### src/rtl/reorder_buffer.sv
// In-order retirement buffer: dispatch allocates at tail, writeback ports mark
// entries complete, and the head entry retires once complete, one per cycle.
module reorder_buffer #(
    parameter int DEPTH  = 16,
    parameter int IDX_W  = 4,
    parameter int PREG_W = 7
) (
    input  logic              clk,
    input  logic              rst_n,
    input  logic              i_alloc_valid,
    output logic              o_alloc_ready,
    input  logic [PREG_W-1:0] i_alloc_pd_new,
    input  logic [PREG_W-1:0] i_alloc_pd_old,
    input  logic              i_alloc_has_rd,
    input  logic [31:0]       i_alloc_pc,
    output logic [IDX_W-1:0]  o_alloc_index,
    input  logic              i_wb_alu_valid,
    input  logic [IDX_W-1:0]  i_wb_alu_index,
    input  logic              i_wb_mem_valid,
    input  logic [IDX_W-1:0]  i_wb_mem_index,
    input  logic              i_flush,
    output logic              o_retire_valid,
    output logic [PREG_W-1:0] o_retire_pd_old,
    output logic [PREG_W-1:0] o_retire_pd_new,
    output logic              o_retire_has_rd,
    output logic [31:0]       o_retire_pc,
    output logic [IDX_W:0]    o_count,
    output logic              o_empty,
    output logic              o_full
);

    typedef struct packed {
        logic [PREG_W-1:0] pd_new;
        logic [PREG_W-1:0] pd_old;
        logic              has_rd;
        logic [31:0]       pc;
    } rob_entry_t;

    localparam logic [IDX_W:0] FULL_CNT = (IDX_W + 1)'(DEPTH);

    rob_entry_t         r_entry [DEPTH];
    logic [DEPTH-1:0]   r_valid;
    logic [DEPTH-1:0]   r_complete;
    logic [IDX_W-1:0]   r_head;
    logic [IDX_W-1:0]   r_tail;
    logic [IDX_W:0]     r_count;

    logic               r_ret_valid;
    rob_entry_t         r_ret;

    logic               w_full;
    logic               w_alloc;
    logic               w_retire;
    logic [IDX_W:0]     w_inc;
    logic [IDX_W:0]     w_dec;

    assign w_full   = (r_count == FULL_CNT);
    assign w_alloc  = i_alloc_valid & o_alloc_ready;
    assign w_retire = ~i_flush & r_valid[r_head] & r_complete[r_head];
    assign w_inc    = {{IDX_W{1'b0}}, w_alloc};
    assign w_dec    = {{IDX_W{1'b0}}, w_retire};

    assign o_alloc_ready = ~w_full & ~i_flush;
    assign o_alloc_index = r_tail;
    assign o_count       = r_count;
    assign o_empty       = (r_count == '0);
    assign o_full        = w_full;

    assign o_retire_valid  = r_ret_valid;
    assign o_retire_pd_old = r_ret.pd_old;
    assign o_retire_pd_new = r_ret.pd_new;
    assign o_retire_has_rd = r_ret.has_rd;
    assign o_retire_pc     = r_ret.pc;

    // Control state; later assignments in the block take precedence, so an
    // allocation clears complete even if a stray writeback hit the tail slot.
    always_ff @(posedge clk or negedge rst_n) begin
        if (!rst_n) begin
            r_valid    <= '0;
            r_complete <= '0;
            r_head     <= '0;
            r_tail     <= '0;
            r_count    <= '0;
        end else if (i_flush) begin
            r_valid    <= '0;
            r_complete <= '0;
            r_head     <= '0;
            r_tail     <= '0;
            r_count    <= '0;
        end else begin
            if (i_wb_alu_valid && r_valid[i_wb_alu_index]) begin
                r_complete[i_wb_alu_index] <= 1'b1;
            end
            if (i_wb_mem_valid && r_valid[i_wb_mem_index]) begin
                r_complete[i_wb_mem_index] <= 1'b1;
            end
            if (w_alloc) begin
                r_valid[r_tail]    <= 1'b1;
                r_complete[r_tail] <= 1'b0;
                r_tail             <= r_tail + 1'b1;
            end
            if (w_retire) begin
                r_valid[r_head]    <= 1'b0;
                r_complete[r_head] <= 1'b0;
                r_head             <= r_head + 1'b1;
            end
            r_count <= r_count + w_inc - w_dec;
        end
    end

    // Payload storage is qualified by the valid bits and needs no reset.
    always_ff @(posedge clk) begin
        if (w_alloc) begin
            r_entry[r_tail] <= '{
                pd_new: i_alloc_pd_new,
                pd_old: i_alloc_pd_old,
                has_rd: i_alloc_has_rd,
                pc:     i_alloc_pc
            };
        end
    end

    always_ff @(posedge clk or negedge rst_n) begin
        if (!rst_n) begin
            r_ret_valid <= 1'b0;
            r_ret       <= '0;
        end else begin
            r_ret_valid <= w_retire;
            if (w_retire) begin
                r_ret <= r_entry[r_head];
            end
        end
    end

    a_count_bound: assert property (
        @(posedge clk) disable iff (!rst_n) r_count <= FULL_CNT
    );

endmodule

### config.mk
export PLATFORM = sky130hd
export DESIGN_NAME = reorder_buffer
export DESIGN_NICKNAME = d
export VERILOG_FILES = /design/src/rtl/reorder_buffer.sv
export SDC_FILE = /design/constraint.sdc
export NUM_CORES = 1
export LEC_CHECK = 0
export CAP_MARGIN = 20
export CORE_ASPECT_RATIO = 0.6
export CORE_MARGIN = 4
export CORE_UTILIZATION = 61
export DETAILED_ROUTE_END_ITERATION = 7
export GPL_TIMING_DRIVEN = 0
export PLACE_DENSITY = 0.8
export REMOVE_ABC_BUFFERS = 1
export SKIP_CTS_REPAIR_TIMING = 1
export SLEW_MARGIN = 30
export SYNTH_ARGS = -nofsm -noshare
export SYNTH_HDL_FRONTEND = slang
export SYNTH_SLANG_ARGS = --single-unit
### constraint.sdc
create_clock -name clk -period 6.32 [get_ports clk]
set_input_delay 1.58 -clock clk [delete_from_list [all_inputs] [get_ports clk]]
set_output_delay 1.58 -clock clk [all_outputs]
set_load 0.03 [all_outputs]
==> results list, run 1 <==
* Status: finished, final reports clean
* Clock latency reported for the late side of the worst-skew pair: around 600 ps
- Sequential elements use between 70% and 80% of the synthesized area.
- Clock skew on the completed layout was measured at between 20 and 30 ps.
- Setup slack on the worst reg-to-reg path comes out at between 1000 and 1500 ps.
* Setup repair after global routing missed its margin: false
- Syn_area_per_cell: 23.0 sq um
- about 120 I/O pins were placed.
* Area inside the core boundary: 53000 sq um
- Cell with the largest stage delay on the worst path: dfrtp_4
- Worst setup EP type: register
- The analysis attributes to cell leakage a power of between 10 and 15 nW.
- The clock net in this run drives a total of roughly 850 sinks.
- Sequential share of power: a little under three fifths
- For this block, the via count after detailed routing is 16400.
- Starting density of the core: around 62%
- Setup slack on the critical path of the routed design comes to approximately 1300 ps.
* Worst setup SP type: register
- Die width: just over 300 microns
- The final count of hold timing violations is 0.
- Dividing the detail-routed via count by the number of cells gives 6.81.
* Area of all placed cells without fillers: just under 40000 sq um
* TritonCTS clock tree: yes
- The total overflow left after global routing is 0.
* Cell area after placement: around 37000 sq um
- Fin crit share: between 70 and 80%
- OpenSTA, run right after detailed placement, puts the worst setup slack at ~1100 ps.
- The share of total power dissipated in combinational logic is ~4.7%.
- After clock tree synthesis, the clock-pin slew on the worst setup and hold paths is roughly 70 ps.
* Yosys Warn Count: 0
- Total iterations of the first detailed-routing run: 7
- CTS buffer count: 73
- For the pin with the worst max-slew slack, the measured transition is 892 ps.
- Of all cell types, the one taking the most synthesized area is edfxtp_1.
- Global routing consumed, over all layers together, between 20% and 30% of the routing resources.
- For the worst setup path, the data arrival time is approximately 5500 ps.
- Category of the most critical setup path: reg2reg
* Detailed placement HPWL: between 40 and 50 mm
- After detailed routing, the number of remaining DRC violations is 0.
- Area share of the leading cell type in the synthesized netlist: 68.4%
- Clock tree synthesis selected as its root buffer the cell clkbuf_16.
- Mapped Cells: ~1400
* Share of final-layout standard cells stronger than drive strength 1: around 30%
* Timing-limited maximum frequency: between 0.15 and 0.2 GHz
* DRT antenna net count: 0
- Net switching is 20.9% of the power.
- Top FF cell, synth: edfxtp_1
- In this run, synthesis produced a sequential element count of roughly 850.
* Maximum number of pins on one net before global-route repair: 57
- Clock group share of total power: 39.1%
- DP Cell Count: approximately 2300
* Count of buffers from port buffering: 120
- Max Fanout on Critical Path: 29
- After layout, the minimum clock period comes to roughly 5000 ps.
- Walking the worst path, the cells encountered are buf_12, mux2_2, o311ai_0, o22ai_1, o211a_4, buf_12, ha_1, inv_1, ha_1, inv_1, fa_1, inv_1, a21oi_1, nor2_1, or3_1, a21oi_1.
* Async set or reset register ratio after synthesis: between 10% and 20%
* Number of enable-type register cells in the synthesized netlist: between 700 and 800
- Summing internal, switching and leakage power gives 11.1 mW.
* Global-route wire length before repair: around 120 mm
- Cell internal power was estimated by the tool at about 8.7 mW.
* FP Rows: between 60 and 70
* Number of global-route vias before repair: between 15000 and 20000
- From synthesis to final layout, the design area changed by 17.6%.
- In the post-synthesis netlist, the biggest area contributors are edfxtp_1, mux4_2, dfrtp_1, mux2_4, ha_1.
- At the end of routability-driven placement, the weighted congestion stood at 0.858.
- The die is roughly 190 microns tall.
- Setup violations remaining at the end of the flow were counted as 0.
- The max-slew violation count was 0.
* Post-synth cell types: 44
- Across all hold checks on the routed design, the worst slack comes to about 500 ps.
- Max-cap violations in this run came to 0.
- NetSw: ~2.3 mW
- Antenna violations before repair: 3
- The clock passes through at most 3 buffers.
- Total number of H-tree levels: 3
* DIE AREA: slightly below 60000 sq um
- The final layout contains 1727 nets.
- After detailed routing, the average wire length per cell comes to about 33 microns.
- VDD sags by at most roughly 0.00019 V.
* Delay of the slowest cell on the worst path: roughly 850 ps
* Routed wire length: between 70 and 80 mm
* Headroom to the max-slew limit: 40.2%
- Hold Path Class: reg2reg
- Initial DRC count: around 2300
- At the worst endpoint, the required time is just under 7000 ps.
* PD cells: approximately 280 nW/um^2
* Final Non-Filler Cells: 2413
- Post-synth design cell area: ~33000 sq um
* Cell with the most instances on the worst path: inv_1
cell usage in the layout (no fill, tap or decap), types with 6 or more instances in the layout:
master and instances:
clkbuf_16 75, nand2_1 14, a21oi_1 23, buf_4 35, a221oi_1 8, mux2_4 48, clkinv_1 15, o22ai_1 9
buf_12 9, nand3b_1 6, clkdlybuf4s50_1 118, nor3b_1 22, ha_1 14, edfxtp_1 752, nand3_1 7, mux4_2 244
buf_8 9, dfrtp_1 89, clkbuf_1 16, clkinv_2 11, nor2_1 17, buf_16 43, mux2i_1 9, o21a_1 16
nor2_4 12, inv_1 12
routing by layer:
layer | track usage [%] | vias to the layer above | part of all wire (%)
met4 | 8.88 | 4 | 3.4
met1 | 38.1 | 8638 | 36
li1 | - | 6504 | -
met2 | 48.1 | 1063 | 52
met3 | 5.64 | 221 | 8.8
met5 | 0 | - | 0.031
cell usage after synthesis, types with 5 or more instances:
library cell    n
buf_2          19
nand3b_1        6
a221oi_1        8
inv_1          12
mux2_4         48
clkbuf_1       44
mux2i_1         9
mux4_2        244
dfrtp_1        93
a21oi_1        23
nor3b_1        22
ha_1           14
edfxtp_1      752
o21a_1         16
nand2_1        14
nand4_1         5
nor2_1         29
nand3_1         7
nor3_1          6
buf_12          5
o22ai_1         9
final timing paths:
kind | start | to | cells after the start
setup reg to reg | r_head[0]$_DFFE_PN0P_ | o_count[4]$_DFF_PN0_ | 16
max in group asynchronous | rst_n | r_head[0]$_DFFE_PN0P_ | 2
setup / recovery | r_head[0]$_DFFE_PN0P_ | o_count[4]$_DFF_PN0_ | 16
hold / removal | o_retire_pc[29]$_DFFE_PN0N_ | o_retire_pc[29]$_DFFE_PN0N_ | 1
hold reg to reg | o_retire_pc[29]$_DFFE_PN0N_ | o_retire_pc[29]$_DFFE_PN0N_ | 1
min in group asynchronous | rst_n | o_retire_pc[14]$_DFFE_PN0N_ | 1
power by group through the flow:
stage                     clock network [mW]  logic, mW  registers [mW]
after floorplan                            0      0.197            6.36
after CTS                               4.38      0.517            6.22
after detailed placement                   0      0.505            6.33
after global routing                    4.64      0.549            6.22
final                                   4.32      0.518            6.22
after global placement                     0      0.437            6.35
cells by family (layout without fill, tap and decap cells):
group                    Yosys count  after routing  share of synthesized area (%)
flip-flops                       845            845                           75.5
multiplexers                     303            303                           19.2
AND/OR/NAND/NOR                  114            114                           1.94
buffers and inverters             86            359                           1.39
AO/OA/AOI/OAI                     67             67                           1.35
adder cells (fa/ha/maj)           15             15                          0.591
XOR/XNOR                           4              4                          0.106
other                              0              3                              0
stage by stage:
stage,setup TNS [ps],utilization (%)
floorplan,-379090,-
global placement,-3190700,65.4
detailed placement,0,69.0
CTS,0,73.2
global route,0,73.2
finish,0,73.2
sequential cells by signal (all words and copies together), names as in the netlist:
| register | flops |
|---|---|
| r_entry | 752 |
| r_complete | 16 |
| o_retire_valid | 1 |
| o_count | 5 |
| o_retire_pc | 32 |
| o_retire_has_rd | 1 |
| o_retire_pd_old | 7 |
| r_valid | 16 |
| o_alloc_index | 4 |
| o_retire_pd_new | 7 |
| r_head | 4 |
cell type report:
type                       count  area [sq um]
timing repair buffer         216          2960
sequential                   845         24900
fill                        2786         14200
multi-input combinational    503          7760
clock inverter                35           251
inverter                      12          45.0
antenna                        3          7.51
tap                          703           880
clock buffer                  96          2010
critical path: cells and delay by family, from the launching register on:
family,cells,cell delay (ps)
compound gates,5,1720
flops,1,850
buf+inv,5,760
fa+ha+maj,3,740
simple gates,2,430
mux,1,370
Power figures use the tool's default switching activity.
==> inputs of run 2 (changes only) <==
Clock period 6.32 ns to 4.7 ns, I/O delays scaled along.
==> results list, run 2 (synthesis results as in run 1) <==
- The flow ran to the end, and the final reports show no timing, DRC or antenna violations.
- Category of the most critical setup path: reg2reg
- Flip-flop count of the largest register after layout: around 750
- The number of global-route vias before repair came to 17300.
- For this configuration, the core starts out at a cell density of between 60 and 70%.
- At the end of routability-driven placement, the weighted congestion stood at between 0.8 and 0.9.
- Clock Skews: between 20 and 25 ps
- Across the VDD grid, the largest voltage drop is around 0.00026 V.
- In the routed design, unresolved DRC markers number 0.
* Nets: between 1500 and 2000
- Final setup violating endpoints: 0
- Die height: between 150 and 200 microns
* Global-route wire length before repair: approximately 120 mm
- Once placement finished, the instance area stood at about 37000 sq um.
- Share of final-layout standard cells stronger than drive strength 1: 30.6%
- DIE AREA: just under 60000 sq um
- Maximum number of pins on one net before global-route repair: 57
- In the final routed layout, each cell accounts on average for around 33 microns.
- CTS root buffer: clkbuf_16
* NetSw: between 3 and 4 mW
- Sequential share of power: 56.2%
- Static timing analysis puts the maximum clock frequency at around 0.22 GHz.
- Detailed placement ended at an HPWL of 47.6 mm.
- The library cell used most frequently in the layout, excluding fill and tap cells, is edfxtp_1.
- Net switching fraction of the power: between 20% and 30%
* Measured slew at the worst slew-check pin: between 800 and 900 ps
* DRT antenna net count: 0
* Boundary Pins: roughly 120
- Routed wire length: just over 80 mm
- Summing over every cut layer, the via total after detailed routing is approximately 17000.
* Commonest cells after routing, fill and taps aside: edfxtp_1, mux4_2, clkdlybuf4s50_1, dfrtp_1, clkbuf_16
- Area inside the core boundary: about 53000 sq um
- Clock latency reported for the late side of the worst-skew pair: 600 ps
* Comb power frac: 4.7%
- Total number of H-tree levels: 3
* Arrival @ worst endpoint: about 5100 ps
* Area of all placed cells without fillers: about 39000 sq um
- Counting every sink on the clock net gives 845.
- Antenna violations before repair: 3
- Reported max-cap violation count: 0
- Dividing the detail-routed via count by the number of cells gives a little under 7.
- Biggest register: r_entry
- Fillers: 2773
- Internal power comes to approximately 12 mW.
- Hold Path Class: in2async
- Leakage power total: between 10 and 15 nW
* Max Fanout on Critical Path: 36
- Total routing usage reported by global routing: between 20 and 30%
* Count of buffers from port buffering: 120
* Worst setup EP type: register
- In this run the power density over the cells is around 380 nW/um^2.
* TritonCTS clock tree: yes
- Fin crit share: between 90% and 100%
* Worst setup SP type: register
- From left edge to right edge, the die measures 308 microns.
- Remaining Overflow, GRT: 0
* Number of buffers on the longest clock path: 3
* Total design power: between 10 and 15 mW
* Number of slew-limit violations in the final report: 0
- Min cycle time layout: 4630 ps
- Worst EP required: ~5200 ps
- After the first detailed-routing iteration, the DRC count stood at around 2300.
* CTS buffer count: 73
- Synthesis-to-finish area growth: 17.8%
- Number of hold-slack violations in the final timing report: 0
- Headroom to the max-slew limit came out at between 40% and 50%.
* Total iterations of the first detailed-routing run: 7
- The floorplan has 65 rows.
- Clock group share of total power: 39.1%
* Clock transition at the registers of the reported paths: approximately 70 ps
run 2: metal layers:
layer  track usage (%)  share of wire (%)  routed length [microns]  up-vias
met5                 0              0.031                       25        -
met2              48.1                 52                    41700     1141
met1              38.1                 36                    28900     8758
li1                  -                  -                        -     6504
met4              8.88                3.7                     2940        4
met3              5.64                8.7                     7040      273
run 2: worst paths after layout:
kind / startpoint / end / slack [ps] / cells after the start
hold / removal: rst_n / o_retire_pc[31]$_DFFE_PN0N_ / 480 / 1
hold reg to reg: o_retire_pc[29]$_DFFE_PN0N_ / o_retire_pc[29]$_DFFE_PN0N_ / 510 / 1
max in group asynchronous: rst_n / r_head[0]$_DFFE_PN0P_ / 3480 / 2
min in group clk: o_retire_pc[29]$_DFFE_PN0N_ / o_retire_pc[29]$_DFFE_PN0N_ / 510 / 1
setup reg to reg: r_head[1]$_DFFE_PN0P_ / o_count[4]$_DFF_PN0_ / 70 / 16
setup / recovery: r_head[1]$_DFFE_PN0P_ / o_count[4]$_DFF_PN0_ / 70 / 16
run 2: final cells by class:
cell class | count | area (sq um) | share of cell area [%]
Timing Repair Buffer | 221 | 3010 | 7.74
Inverter | 12 | 45.0 | 0.116
Antenna cell | 2 | 5.00 | 0.0129
Clock inverter | 35 | 251 | 0.647
Tap cell | 703 | 880 | 2.26
Sequential cell | 845 | 24900 | 64.1
Clock buffer | 96 | 2010 | 5.16
Multi-Input combinational cell | 503 | 7760 | 20.0
run 2: worst max-delay path: stages, from the launching register on:
cell and delay, ps:
dfrtp_4 840, inv_1 340, nand3_1 160, nand4_1 200, o22ai_1 450, o211a_4 550
buf_12 280, ha_1 270, inv_1 60, ha_1 170, inv_1 70, fa_1 490
inv_1 110, a21oi_1 90, nor2_1 150, o21ai_0 110, a21oi_1 180
run 2: power groups by stage:
stage | clock network (mW) | logic [mW] | registers [mW]
finish | 5.82 | 0.705 | 8.36
global route | 6.25 | 0.742 | 8.36
CTS | 5.89 | 0.696 | 8.36
detailed placement | 0 | 0.678 | 8.52
global placement | 0 | 0.588 | 8.54
floorplan | 0 | 0.264 | 8.55
run 2: through the flow:
step / instances / utilization, % / hold WS (ps) / TNS, ps / setup WS, ps
2_1_floorplan: 1360 / - / 485 / -760810 / -7360
3_3_place_gp: 2183 / 65.4 / 498 / -4361550 / -12400
3_5_place_dp: 2279 / 69.0 / 499 / -176 / -176
4_1_cts: 2410 / 73.2 / 470 / -289 / -289
5_1_grt: 2416 / 73.3 / 476 / -66.6 / -66.6
6_report: 2417 / 73.3 / 480 / 0 / 71.1
